$ cat src/rtl/uart_pkg.sv
// Shared definitions for the UART transmitter and receiver: FSM state
// encodings, baud-select width and the clocks-per-bit divisor table.
package uart_pkg;

  localparam int BAUD_SEL_W = 3;
  localparam int DIV_W      = 11;
  localparam int DATA_W     = 8;

  // Clocks per bit for each baud select value.
  localparam logic [DIV_W-1:0] DIV_SEL_000 = 11'd1042;
  localparam logic [DIV_W-1:0] DIV_SEL_001 = 11'd695;
  localparam logic [DIV_W-1:0] DIV_SEL_010 = 11'd521;
  localparam logic [DIV_W-1:0] DIV_SEL_011 = 11'd261;
  localparam logic [DIV_W-1:0] DIV_SEL_100 = 11'd174;
  localparam logic [DIV_W-1:0] DIV_SEL_101 = 11'd87;
  localparam logic [DIV_W-1:0] DIV_SEL_110 = 11'd79;
  localparam logic [DIV_W-1:0] DIV_SEL_111 = 11'd39;

  typedef enum logic [2:0] {
    IDLE       = 3'd0,
    START_BIT  = 3'd1,
    DATA_BITS  = 3'd2,
    STOP_BIT   = 3'd3,
    CLEANUP    = 3'd4,
    PARITY_BIT = 3'd5
  } uart_state_e;

endpackage

$ cat src/rtl/uart_baud_sel.sv
// Combinational baud-select to clocks-per-bit lookup. Both ends of the
// link instantiate this so their bit periods come from one table.
module uart_baud_sel
  import uart_pkg::*;
#(
  parameter logic [DIV_W-1:0] CLKS_DEFAULT = DIV_SEL_000
) (
  input  logic [BAUD_SEL_W-1:0] sel_i,
  output logic [DIV_W-1:0]      div_o
);

  // Map the 3-bit select onto its divisor; anything unresolved falls back to 9600 baud.
  always_comb begin
    // NOTE: assigning a default before the case keeps every path driven, so no latch is inferred.
    div_o = CLKS_DEFAULT;
    case (sel_i)
      3'b000:  div_o = DIV_SEL_000;
      3'b001:  div_o = DIV_SEL_001;
      3'b010:  div_o = DIV_SEL_010;
      3'b011:  div_o = DIV_SEL_011;
      3'b100:  div_o = DIV_SEL_100;
      3'b101:  div_o = DIV_SEL_101;
      3'b110:  div_o = DIV_SEL_110;
      3'b111:  div_o = DIV_SEL_111;
      default: div_o = CLKS_DEFAULT;
    endcase
  end

endmodule

$ cat src/rtl/uart_tx.sv
// UART transmitter, 8N1: start bit, eight data bits LSB first, stop bit.
// Bit period comes from the shared baud-select table and is latched when a
// frame is accepted. One frame in flight; Tx_Start while busy is ignored.
// Build option UART_TX_PARITY_EN inserts an even-parity bit before the stop
// bit (frame grows from 10 to 11 bit periods).
module uart_tx
  import uart_pkg::*;
#(
  parameter logic [DIV_W-1:0] CLKS_DEFAULT = DIV_SEL_000
) (
  input  logic                  clk,
  input  logic                  rst,
  input  logic [BAUD_SEL_W-1:0] baud_rate_select,
  input  logic                  Tx_Start,
  input  logic [DATA_W-1:0]     Tx_Data,
  output logic                  Tx_Serial,
  output logic                  Tx_Busy,
  output logic                  Tx_Done
);

  uart_state_e       state_q;
  logic [DIV_W-1:0]  clk_count_q;
  logic [2:0]        bit_index_q;
  logic [DATA_W-1:0] data_q;
  logic [DIV_W-1:0]  div_q;
  logic              serial_q;
  logic              busy_q;
  logic              done_q;

  logic [DIV_W-1:0]  div_d;
  logic              bit_end;

  uart_baud_sel #(
    .CLKS_DEFAULT (CLKS_DEFAULT)
  ) u_baud_sel (
    .sel_i (baud_rate_select),
    .div_o (div_d)
  );

  // Last clock of the current bit period.
  assign bit_end = (clk_count_q == (div_q - 11'd1));

  // Transmit FSM; line, busy and done are all registered here.
  always_ff @(posedge clk or posedge rst) begin
    if (rst) begin
      // NOTE: non-blocking assignments here so every register samples pre-edge values.
      state_q     <= IDLE;
      clk_count_q <= '0;
      bit_index_q <= '0;
      data_q      <= '0;
      div_q       <= DIV_SEL_000;
      serial_q    <= 1'b1;
      busy_q      <= 1'b0;
      done_q      <= 1'b0;
    end else begin
      case (state_q)
        IDLE: begin
          serial_q    <= 1'b1;
          busy_q      <= 1'b0;
          done_q      <= 1'b0;
          clk_count_q <= '0;
          bit_index_q <= '0;
          if (Tx_Start) begin
            data_q   <= Tx_Data;
            div_q    <= div_d;
            serial_q <= 1'b0;
            busy_q   <= 1'b1;
            state_q  <= START_BIT;
          end
        end

        START_BIT: begin
          if (bit_end) begin
            serial_q    <= data_q[0];
            clk_count_q <= '0;
            bit_index_q <= '0;
            state_q     <= DATA_BITS;
          end else begin
            clk_count_q <= clk_count_q + 11'd1;
          end
        end

        DATA_BITS: begin
          if (bit_end) begin
            clk_count_q <= '0;
            if (bit_index_q == 3'd7) begin
`ifdef UART_TX_PARITY_EN
              serial_q <= ^data_q;
              state_q  <= PARITY_BIT;
`else
              serial_q <= 1'b1;
              state_q  <= STOP_BIT;
`endif
            end else begin
              bit_index_q <= bit_index_q + 3'd1;
              serial_q    <= data_q[bit_index_q + 3'd1];
            end
          end else begin
            clk_count_q <= clk_count_q + 11'd1;
          end
        end

`ifdef UART_TX_PARITY_EN
        PARITY_BIT: begin
          if (bit_end) begin
            clk_count_q <= '0;
            serial_q    <= 1'b1;
            state_q     <= STOP_BIT;
          end else begin
            clk_count_q <= clk_count_q + 11'd1;
          end
        end
`endif

        STOP_BIT: begin
          if (bit_end) begin
            clk_count_q <= '0;
            done_q      <= 1'b1;
            busy_q      <= 1'b1;
            state_q     <= CLEANUP;
          end else begin
            clk_count_q <= clk_count_q + 11'd1;
          end
        end

        CLEANUP: begin
          clk_count_q <= '0;
          done_q      <= 1'b0;
          busy_q      <= 1'b0;
          state_q     <= IDLE;
        end

        default: begin
          serial_q <= 1'b1;
          busy_q   <= 1'b0;
          done_q   <= 1'b0;
          state_q  <= IDLE;
        end
      endcase
    end
  end

  assign Tx_Serial = serial_q;
  assign Tx_Busy   = busy_q;
  assign Tx_Done   = done_q;

endmodule

$ cat config.mk
export PLATFORM = sky130hd
export DESIGN_NAME = uart_tx
export DESIGN_NICKNAME = d
export VERILOG_FILES = /design/src/rtl/uart_pkg.sv /design/src/rtl/uart_baud_sel.sv /design/src/rtl/uart_tx.sv
export SDC_FILE = /design/constraint.sdc
export NUM_CORES = 1
export LEC_CHECK = 0
export ABC_CLOCK_PERIOD_IN_PS = 2530
export CAP_MARGIN = 20
export CORE_ASPECT_RATIO = 1.4
export CORE_MARGIN = 1
export CORE_UTILIZATION = 53
export CTS_CLUSTER_DIAMETER = 100
export DETAILED_ROUTE_END_ITERATION = 8
export GPL_TIMING_DRIVEN = 1
export PLACE_DENSITY = 0.84
export SLEW_MARGIN = 20
export SYNTH_ARGS = -nofsm -noshare
export SYNTH_HDL_FRONTEND = slang
export SYNTH_SLANG_ARGS = --single-unit
$ cat constraint.sdc
create_clock -name clk -period 2.53 [get_ports clk]
set_input_delay 0.506 -clock clk [delete_from_list [all_inputs] [get_ports clk]]
set_output_delay 0.506 -clock clk [all_outputs]
set_load 0.05 [all_outputs]
* Yosys cells after proc, flatten, opt, wreduce, memory -nomap -nowiden
Memory sizes are Yosys's and may differ from the RTL's. A register that Yosys moved wholly into a read port is not among the register bits.
Cells that the tools add are included.
** Operators by class
- Equal/unequal tests :: 12
- $lt $le $gt $ge :: 1
- Add/sub/neg operators :: 3
- Reductions and logical operators :: 12
- Multiplexer cells :: 23
- Bitwise operators :: 2
** Operator list (count)
- $mux W3 :: 8
- $pmux W11 S2 :: 1
- $ne A2 B2 Y1 const B :: 6
- $pmux W3 S4 :: 1
- $add A11 B1 Y11 const B :: 1
- $eq A11 B11 Y1 :: 1
- $mux W11 :: 1
- $sub A11 B1 Y11 const B :: 1
- $pmux W3 S3 :: 1
- $mux W1 :: 7
- $eq A3 B2 Y1 const B :: 2
- $eq A3 B3 Y1 const B :: 2
- $reduce_or A2 Y1 :: 3
- $reduce_and A5 Y1 :: 1
- $lt A3 B4 Y1 const B :: 1
- $pmux W1 S4 :: 1
- $reduce_and A2 Y1 :: 2
- $reduce_and A4 Y1 :: 1
- $add A3 B1 Y3 const B :: 1
- $bmux W1 S3 :: 1
- $eq A3 B1 Y1 const B :: 1
- $logic_not A3 Y1 :: 1
- $pmux W1 S3 :: 1
- $reduce_and A3 Y1 :: 1
- other kinds (5) :: 6
** Word-level totals
- Register bits :: 28
- Input bits :: 14
- ROM bits :: 88
- Word-level logic and storage cells :: 61
- Output and inout bits :: 3
- Memories kept :: 1
** Memories
- (name not given) :: words 8, width 11, rd ports 1, clocked after memory_dff 1, wr ports 0, line uart_baud_sel.sv:16 : case (sel_i)

* Logic depth before layout (Yosys ltp)
- Depth after elaboration :: 6
- Depth in mapped cells :: 10
- Gate-level depth less buffers :: 9

* By module
A second synthesis with hierarchy kept.
** Unflattened totals
- Cells, all modules :: 228
- Area total of the unflattened synthesis :: 2413.6 µm²
** Modules (own cells, without submodules)
- uart_tx :: times used 1, seq. area each 980.9 µm², cells an instance 207, area each 2250.9 µm²
- uart_baud_sel :: times used 1, seq. area each 0.0 µm², cells an instance 21, area each 162.7 µm²

* Worst setup path before layout
OpenSTA, ideal clock, no wires.
- Path type :: reg-to-reg
- From :: reg div_q[1]
- To :: reg state_q[1]
- Arrival time :: 2.457 ns
- Data required time :: 2.405 ns
- Period minus slack after synthesis :: 2.582 ns
- Stages on the path, launching flop included :: 10
- Library setup time :: 0.125 ns
- Path buffers :: 0
- Path slack :: -0.052 ns
- Cells stage by stage :: dfstp_2 -> inv_1 -> ha_1 -> nor2b_1 -> or3_1 -> a31o_1 -> nor4_4 -> and3_4 -> nand2_4 -> mux2_4
** On the way
- Word-level cells in the longest chain between the ends :: 4
- Elaborated cells between the ends (all ways) :: 6
- Those cells by class :: add/sub: 1; eq/ne: 4; reduce/logical: 1
** RTL lines
- start: declaration :: line uart_tx.sv:25 : logic [DIV_W-1:0] div_q;
- $sub A11 B1 Y11 * :: line uart_tx.sv:41 : assign bit_end = (clk_count_q == (div_q - 11'd1));
- $eq A11 B11 Y1 * :: line uart_tx.sv:41
- $ne A2 B2 Y1 (no source line)
- $reduce_and A5 Y1 (no source line) *
- end signal: assignment :: line uart_tx.sv:47 : state_q <= IDLE;
- end signal: assignment :: line uart_tx.sv:68 : state_q <= START_BIT;
- end signal: assignment :: line uart_tx.sv:77 : state_q <= DATA_BITS;
- end: declaration :: line uart_tx.sv:21 : uart_state_e state_q;
Every way passes the cells marked *; elsewhere a longest branch is shown, timed or not.
A chain may end at the register's enable or synchronous reset.

* Worst setup path in the final report
Same ends and word-level chain as after synthesis.

==> flow_metrics.env <==
export IMPL_drtIter0Drc=51
export IMPL_nNetsFinal=312
export IMPL_synth_edf_count=0
export IMPL_die_x_um=58.9
export IMPL_n_antenna_cell=0
export IMPL_synth_compound_area_share_pct=15.8
export IMPL_fin_crit_sh_pct=97.2
export IMPL_synth_seq_cells=39
export IMPL_synth_nets=287
export IMPL_cp_startpoint="div_q[1]$_DFFE_PP1P_"
export IMPL_synthMuxAreaShare_pct=3.33
export IMPL_rows=28
export IMPL_synthSimpleGateAreaFrac_pct=25.6
export IMPL_gp_congestion=0.822
export IMPL_cts_tree="yes"
export IMPL_drtAntennaViolNets=0
export IMPL_p_switching_w=0.000249
export IMPL_cp_max_fo=5
export IMPL_drc=0
export IMPL_async_flop_share_pct=100
export IMPL_syn_area_sq_um=2400
export IMPL_vias=1942
export IMPL_fillCellCount=357
export IMPL_ys_types=56
export IMPL_synth_common_cells="55 x nand2_1, 35 x dfrtp_1, 16 x nor2_1, 16 x o21ai_0, 12 x inv_1"
export IMPL_arrival_ps=2650
export IMPL_min_path_cells=2
export IMPL_hold_path_endpoint="data_q[7]$_DFFE_PP0P_"
export IMPL_syn2layout_area_growth_pct=15.4
export IMPL_grt_pass1_vias=1861
export IMPL_crit_type="register to register"
export IMPL_yosysWarnings=0
export IMPL_tightest_slew_ps=712
export IMPL_vias_per_cell=5.53
export IMPL_synthCells=265
export IMPL_synthTopCellsByArea="dfrtp_1 36%, nand2_1 8.6%, dfstp_2 4.4%, ha_1 4.2%, o21ai_0 3.3%"
export IMPL_reg2reg_depth=10
export IMPL_internal_power_w=0.000840
export IMPL_drv_slew=0
export IMPL_die_area_sq_um=4810
export IMPL_status="complete, no violations"
export IMPL_maxSlewHeadroom_pct=52.4
export IMPL_routed_wl_mm=4.75
export IMPL_cts_made_buffers=5
export IMPL_initial_utilization_pct=56.3
export IMPL_start_kind="register"
export IMPL_required_ps=2720
export IMPL_grt_start_max_net_pins=40
export IMPL_io_buffers=16
export IMPL_rsz0062_at_grt="yes"
export IMPL_yosysTopAreaCell="dfrtp_1"
export IMPL_end_kind="register"
export IMPL_root_buffer="clkbuf_8"
export IMPL_clkPwrFrac_pct=38.3
export IMPL_ir_drop_uv=390
export IMPL_htree_levels=2
export IMPL_p_comb_share_pct=4.5
export IMPL_sw_frac_of_total_pct=22.9
export IMPL_yosysTopAreaCellShare_pct=36.4
export IMPL_clk_pin_slew_worst_paths_ps=80
export IMPL_cts_path_max_buffers=2
export IMPL_io_pins=17
export IMPL_synth_top_family_by_area="simple AND/OR/NAND/NOR gates"
export IMPL_rrSetupSlack_ps=70
export IMPL_hold_class="register to register"
export IMPL_fin_crit_ps=2460
export IMPL_max_cap_viol_count=0
export IMPL_seq_power_share_pct=57.2
export IMPL_finClkSkew_ps=8.74
export IMPL_place_ws_ps=-32.3
export IMPL_setup_viol=0
export IMPL_antenna_found_initial=0
export IMPL_finalPower_w=0.00109
export IMPL_synth_flop_cell="dfrtp_1"
export IMPL_p_per_area_nw_per_um2=393
export IMPL_avgSynthCellArea_sq_um=9.07
export IMPL_drive_gt1_share_pct=15.1
export IMPL_synth_most_common_cell="nand2_1"
export IMPL_rr_startpoint="div_q[1]$_DFFE_PP1P_"
export IMPL_hold_viol_final=0
export IMPL_insertion_delay_ps=300
export IMPL_cts_sinks=39
export IMPL_core_area_sq_um=4270
export IMPL_grt_total_usage_pct=22.1
export IMPL_hp_start="data_q[7]$_DFFE_PP0P_"
export IMPL_r2r_end="state_q[1]$_DFFE_PP0P_"
export IMPL_synth_seq_area_share_pct=40.8
export IMPL_die_h_um=81.7
export IMPL_first_pass_iters=4
export IMPL_dp_hpwl_mm=3.43
export IMPL_synthXorXnorAreaFrac_pct=5.46
export IMPL_p_leak_nw=1.24
export IMPL_synth_adder_area_share_pct=4.16
export IMPL_grt_overflow=0
export IMPL_finalSetupTns_ps=0
export IMPL_max_freq_mhz=407
export IMPL_grt_pass1_wl_mm=8.08
export IMPL_setup_slack_ps=70.5
export IMPL_routedWlPerCell_um=13.5
## area by class of cell
type,instances,area (sq um),share of cell area (%)
sequential,39,981,35.3
tap,60,75.1,2.71
timing repair buffer,29,258,9.29
multi-input combinational,203,1330,48.0
inverter,12,45.0,1.62
clock inverter,2,12.5,0.451
clock buffer,6,72.6,2.61
## logic make-up after synthesis
| logic type | count (synthesis) |
|---|---|
| mux | 5 |
| fa+ha+maj | 8 |
| flops | 39 |
| buf+inv | 23 |
| compound gates | 54 |
| simple gates | 121 |
| xor+xnor | 15 |
## how the worst max path moves through the flow
stage	endpoint	slack, ps	cells after the start
2_1_floorplan	state_q[1]$_DFFE_PP0P_	10	9
3_3_place_gp	state_q[1]$_DFFE_PP0P_	10	9
3_5_place_dp	state_q[1]$_DFFE_PP0P_	-30	9
4_1_cts	state_q[1]$_DFFE_PP0P_	4	9
5_1_grt	bit_index_q[2]$_DFFE_PP0P_	-40	10
6_report	state_q[1]$_DFFE_PP0P_	70	10
## layer usage
layer	GRT usage, %	vias up	share of wire (%)
met5	0	-	0
met4	10.7	0	2.1
met3	3.31	8	3.0
met2	36.7	38	50
met1	27.8	913	45
li1	-	983	-
## registers in the layout, summed over array words and instances, names as in the netlist
register     count
Tx_Busy          1
Tx_Done          1
Tx_Serial        1
bit_index_q      3
clk_count_q     11
data_q           8
div_q           11
state_q          3
## power groups by stage
| stage | logic [W] | registers, W | clock network, W |
|---|---|---|---|
| after floorplan | 0.0000214 | 0.000635 | 0 |
| after global placement | 0.0000499 | 0.000635 | 0 |
| after detailed placement | 0.0000507 | 0.000635 | 0 |
| after CTS | 0.0000508 | 0.000623 | 0.000427 |
| after global routing | 0.0000563 | 0.000623 | 0.000443 |
| final | 0.0000495 | 0.000623 | 0.000417 |
## cell usage in the layout (no fill, tap or decap), types with 7 or more instances in the layout
cell	synthesis	routed
nand3_1	11	11
nand2_1	55	55
buf_4	1	13
xnor2_1	8	8
nor2_1	16	14
a21oi_1	8	8
dfrtp_1	35	35
inv_1	12	11
ha_1	8	7
clkdlybuf4s50_1	0	16
xor2_1	7	7
o21ai_0	16	16
## worst max-delay path, stage by stage, from the launching register on
cell and delay (ps):
dfstp_2 540, inv_2 30, ha_2 170, buf_4 140, nor3b_2 170, a21oi_1 250, nor3_2 90, o31ai_4 320
and3_4 280, nand2_4 60, mux2_4 300
## metrics by stage
step	instance area, sq um	util (%)	hold slack (ps)	instances
final	2780	64.9	480	351
after floorplan	2400	-	440	265
after global routing	2780	64.9	503	351
after global placement	2650	62.0	452	341
after detailed placement	2650	62.0	458	341
after CTS	2760	64.5	478	351
## timing repair
action,4_1_cts,5_1_grt
hold buffers,0,0
endpoints found under the setup margin,3,13
pin swaps,5,9
gates resized for setup,2,6
setup buffers,2,0
Note: power is estimated with default switching activity, not from simulation.
==> RTL edit: new RTL, same flow settings <==
The package constant `DATA_W` goes from 8 to 6.
--- a/src/rtl/uart_pkg.sv
+++ b/src/rtl/uart_pkg.sv
@@ -5,5 +5,5 @@
   localparam int BAUD_SEL_W = 3;
   localparam int DIV_W      = 11;
-  localparam int DATA_W     = 8;
+  localparam int DATA_W     = 6;
 
   // Clocks per bit for each baud select value.
Ports: changed (resized Tx_Data); port bits go from 17 to 15. The function was not compared with the original's and may differ.
==> RTL edit against the original RTL <==
- the run now ends with design-rule violations left
- die area decreased by 4.0%
- cell area down 4.5%
- setup slack improved by 0.054 ns
- power is 0.38% lower
- combinational power fell by 8.3%
- sequential cell count shrank 2
- area after synthesis is 4.1% lower
- global-route usage rose by 1.2 points
- wire length rose by 2.9%
- hold slack improved by 0.020 ns
- critical path type unchanged
- critical endpoint is now bit_index_q[1]
- largest power group unchanged
==> RTL edit: results (changes against the original RTL) <==
status=complete, but fails checks (was finished clean); failing checks=design-rule violations; mux contribution to synthesized area=5.26% (was 3.33%); biggest regs=clk_count_q x11, div_q x11, data_q x6 (was clk_count_q x11, div_q x11, data_q x8); number of global-route vias before repair=1891 (was 1861); Wirelength per Cell=15.5 microns (was 13.5 microns); Buffers on Ports=14 (was 16); top_reg_cell synth=dfrtp_1 (unchanged); clk slew on worst S/H paths=0.07 ns; leading cell types by count after synthesis=33 x dfrtp_1, 33 x nand2_1, 16 x a21oi_1, 16 x nor2_1, 14 x o21ai_0 (was 55 x nand2_1, 35 x dfrtp_1, 16 x nor2_1, 16 x o21ai_0, 12 x inv_1); CTS Buf Count=5 (unchanged); placed cell area=2500 sq um (was 2650 sq um); top post-synthesis cells by area=dfrtp_1 36%, nand2_1 5.4%, dfstp_2 4.6% (was dfrtp_1 36%, nand2_1 8.6%, dfstp_2 4.4%); Post-route DRC=1 (was 0); Synth Area in XOR/XNOR=3.42% (was 5.46%); detailed-route via count=1963 (was 1942); Skew-Pair Late Insertion Delay=0.29 ns; first-pass GRT wire length=8.29 mm (was 8.08 mm); clk buf depth=2 (unchanged); yosys warns=0 (unchanged); Mapped Nets=272 (was 287); critical path's top delay family=simple AND/OR/NAND/NOR gates (unchanged); antenna cells=0 (unchanged); CP max FO=7 (was 5); Hold Path Class=flip-flop to flip-flop (unchanged); sequential fraction of the synthesis area=40.4% (was 40.8%); Max IR drop VDD=0.377 mV (was 0.390 mV); Yosys cell types=55 (was 56); gr ovfl total=0 (unchanged); antenna violations before repair=0 (unchanged); pin count of the biggest net entering global routing=38 (was 40); layout cells sized above 1=16.7% (was 15.1%); slowest stage delay, CP=0.48 ns (was 0.54 ns); GP Congestion=0.890 (was 0.822); clock root buffer=clkbuf_8 (unchanged); max_slew headroom=47.0% (was 52.4%); Iteration-0 DRC Markers=80 (was 51); max_cap viols=0 (unchanged); First-pass DRT Iterations=6 (was 4); Pleak=1.18 nW (was 1.24 nW); H-tree levels=2 (unchanged); fraction of the mapped netlist area in adder cells=4.34% (was 4.16%); cell at the slowest stage of the critical path=dfrtp_1 (was dfstp_2); number of nets in the layout=289 (was 312); share of flip-flops with an asynchronous set or reset=100% (unchanged); worst endpoint data arrival time=2.58 ns (was 2.65 ns); Final Skew=0.0114 ns (was 0.00874 ns); Synth Area in Compound Gates=18.8% (was 15.8%); Post-DP HPWL=3.53 mm (was 3.43 mm); total global-route track usage=23.2% (was 22.1%)
==> RTL edit: changes by cell type in the layout (fill, tap and decap cells not counted), sizes merged, moves of 4 or more <==
cell   change
a21oi      +8
buf        -7
mux2       +6
nand2     -22
nor3       -4
or3        +5
xnor2      -4
==> RTL edit: tightest hold or removal path, cell delays in order, from the launching register on <==
cell     delay, ns
dfstp_2       0.38
nand2_1       0.04
o21ai_0       0.07
==> RTL edit: per-stage QoR <==
step / cells / total power (W) / utilization (%) / hold WS [ns] / setup slack, ns
final: 315 / 0.00109 / 63.0 / 0.500 / 0.124
after global routing: 315 / 0.00113 / 63.0 / 0.522 / -0.00366
after CTS: 314 / 0.00109 / 62.1 / 0.507 / -0.00923
after detailed placement: 306 / 0.000649 / 59.4 / 0.494 / -0.0234
after global placement: 306 / 0.000649 / 59.4 / 0.482 / 0.0485
after floorplan: 252 / 0.000624 / - / 0.464 / 0.138
==> RTL edit: cell families (layout without fill, tap and decap cells) <==
family | count (synthesis) | count (layout)
flip-flops | 37 | 37
AND/OR/NAND/NOR | 104 | 104
buffers and inverters | 20 | 38
AO/OA/AOI/OAI | 64 | 64
multiplexers | 10 | 10
XOR/XNOR | 9 | 9
adder cells (fa/ha/maj) | 8 | 8
==> RTL edit: report_power, final <==
group          internal (W)  switching, W  leakage (nW)
sequential         0.000591             0         0.483
clock              0.000246      0.000202        0.0542
combinational     0.0000215     0.0000239         0.643
==> RTL edit: path summary, 6_finish.rpt <==
| check | from | end | slack [ns] | cells after the start |
|---|---|---|---|---|
| max | div_q[3] | bit_index_q[1] | 0.12 | 8 |
| max in group asynchronous | rst | Tx_Serial | 1.55 | 3 |
| min in group asynchronous | rst | data_q[5] | 0.62 | 3 |
| min reg2reg | div_q[10] | div_q[10] | 0.50 | 2 |
| max reg2reg | div_q[3] | bit_index_q[1] | 0.12 | 8 |
| min | div_q[10] | div_q[10] | 0.50 | 2 |
==> RTL edit: timing repair <==
action / 4_1_cts / 5_1_grt
endpoints found under the setup margin: 1 / 19
buffers inserted: 0 / 1
pin swaps: 1 / 3
resized for setup: 2 / 6
==> RTL edit: metal layers <==
metal  wire length, microns  share of wire [%]  GRT usage [%]
met5                      0                  0              0
met3                    165                3.4           3.73
met2                   2590                 53           41.0
met1                   2000                 41           26.6
met4                    133                2.7           12.1
==> RTL edit: layout make-up <==
| cell class | count | area, sq um |
|---|---|---|
| Clock buffer | 7 | 96.3 |
| Clock inverter | 1 | 5.00 |
| Fill cell | 344 | 1550 |
| Inverter | 10 | 37.5 |
| Multi-Input combinational cell | 195 | 1340 |
| Sequential cell | 37 | 931 |
| Tap cell | 45 | 56.3 |
| Timing Repair Buffer | 20 | 185 |
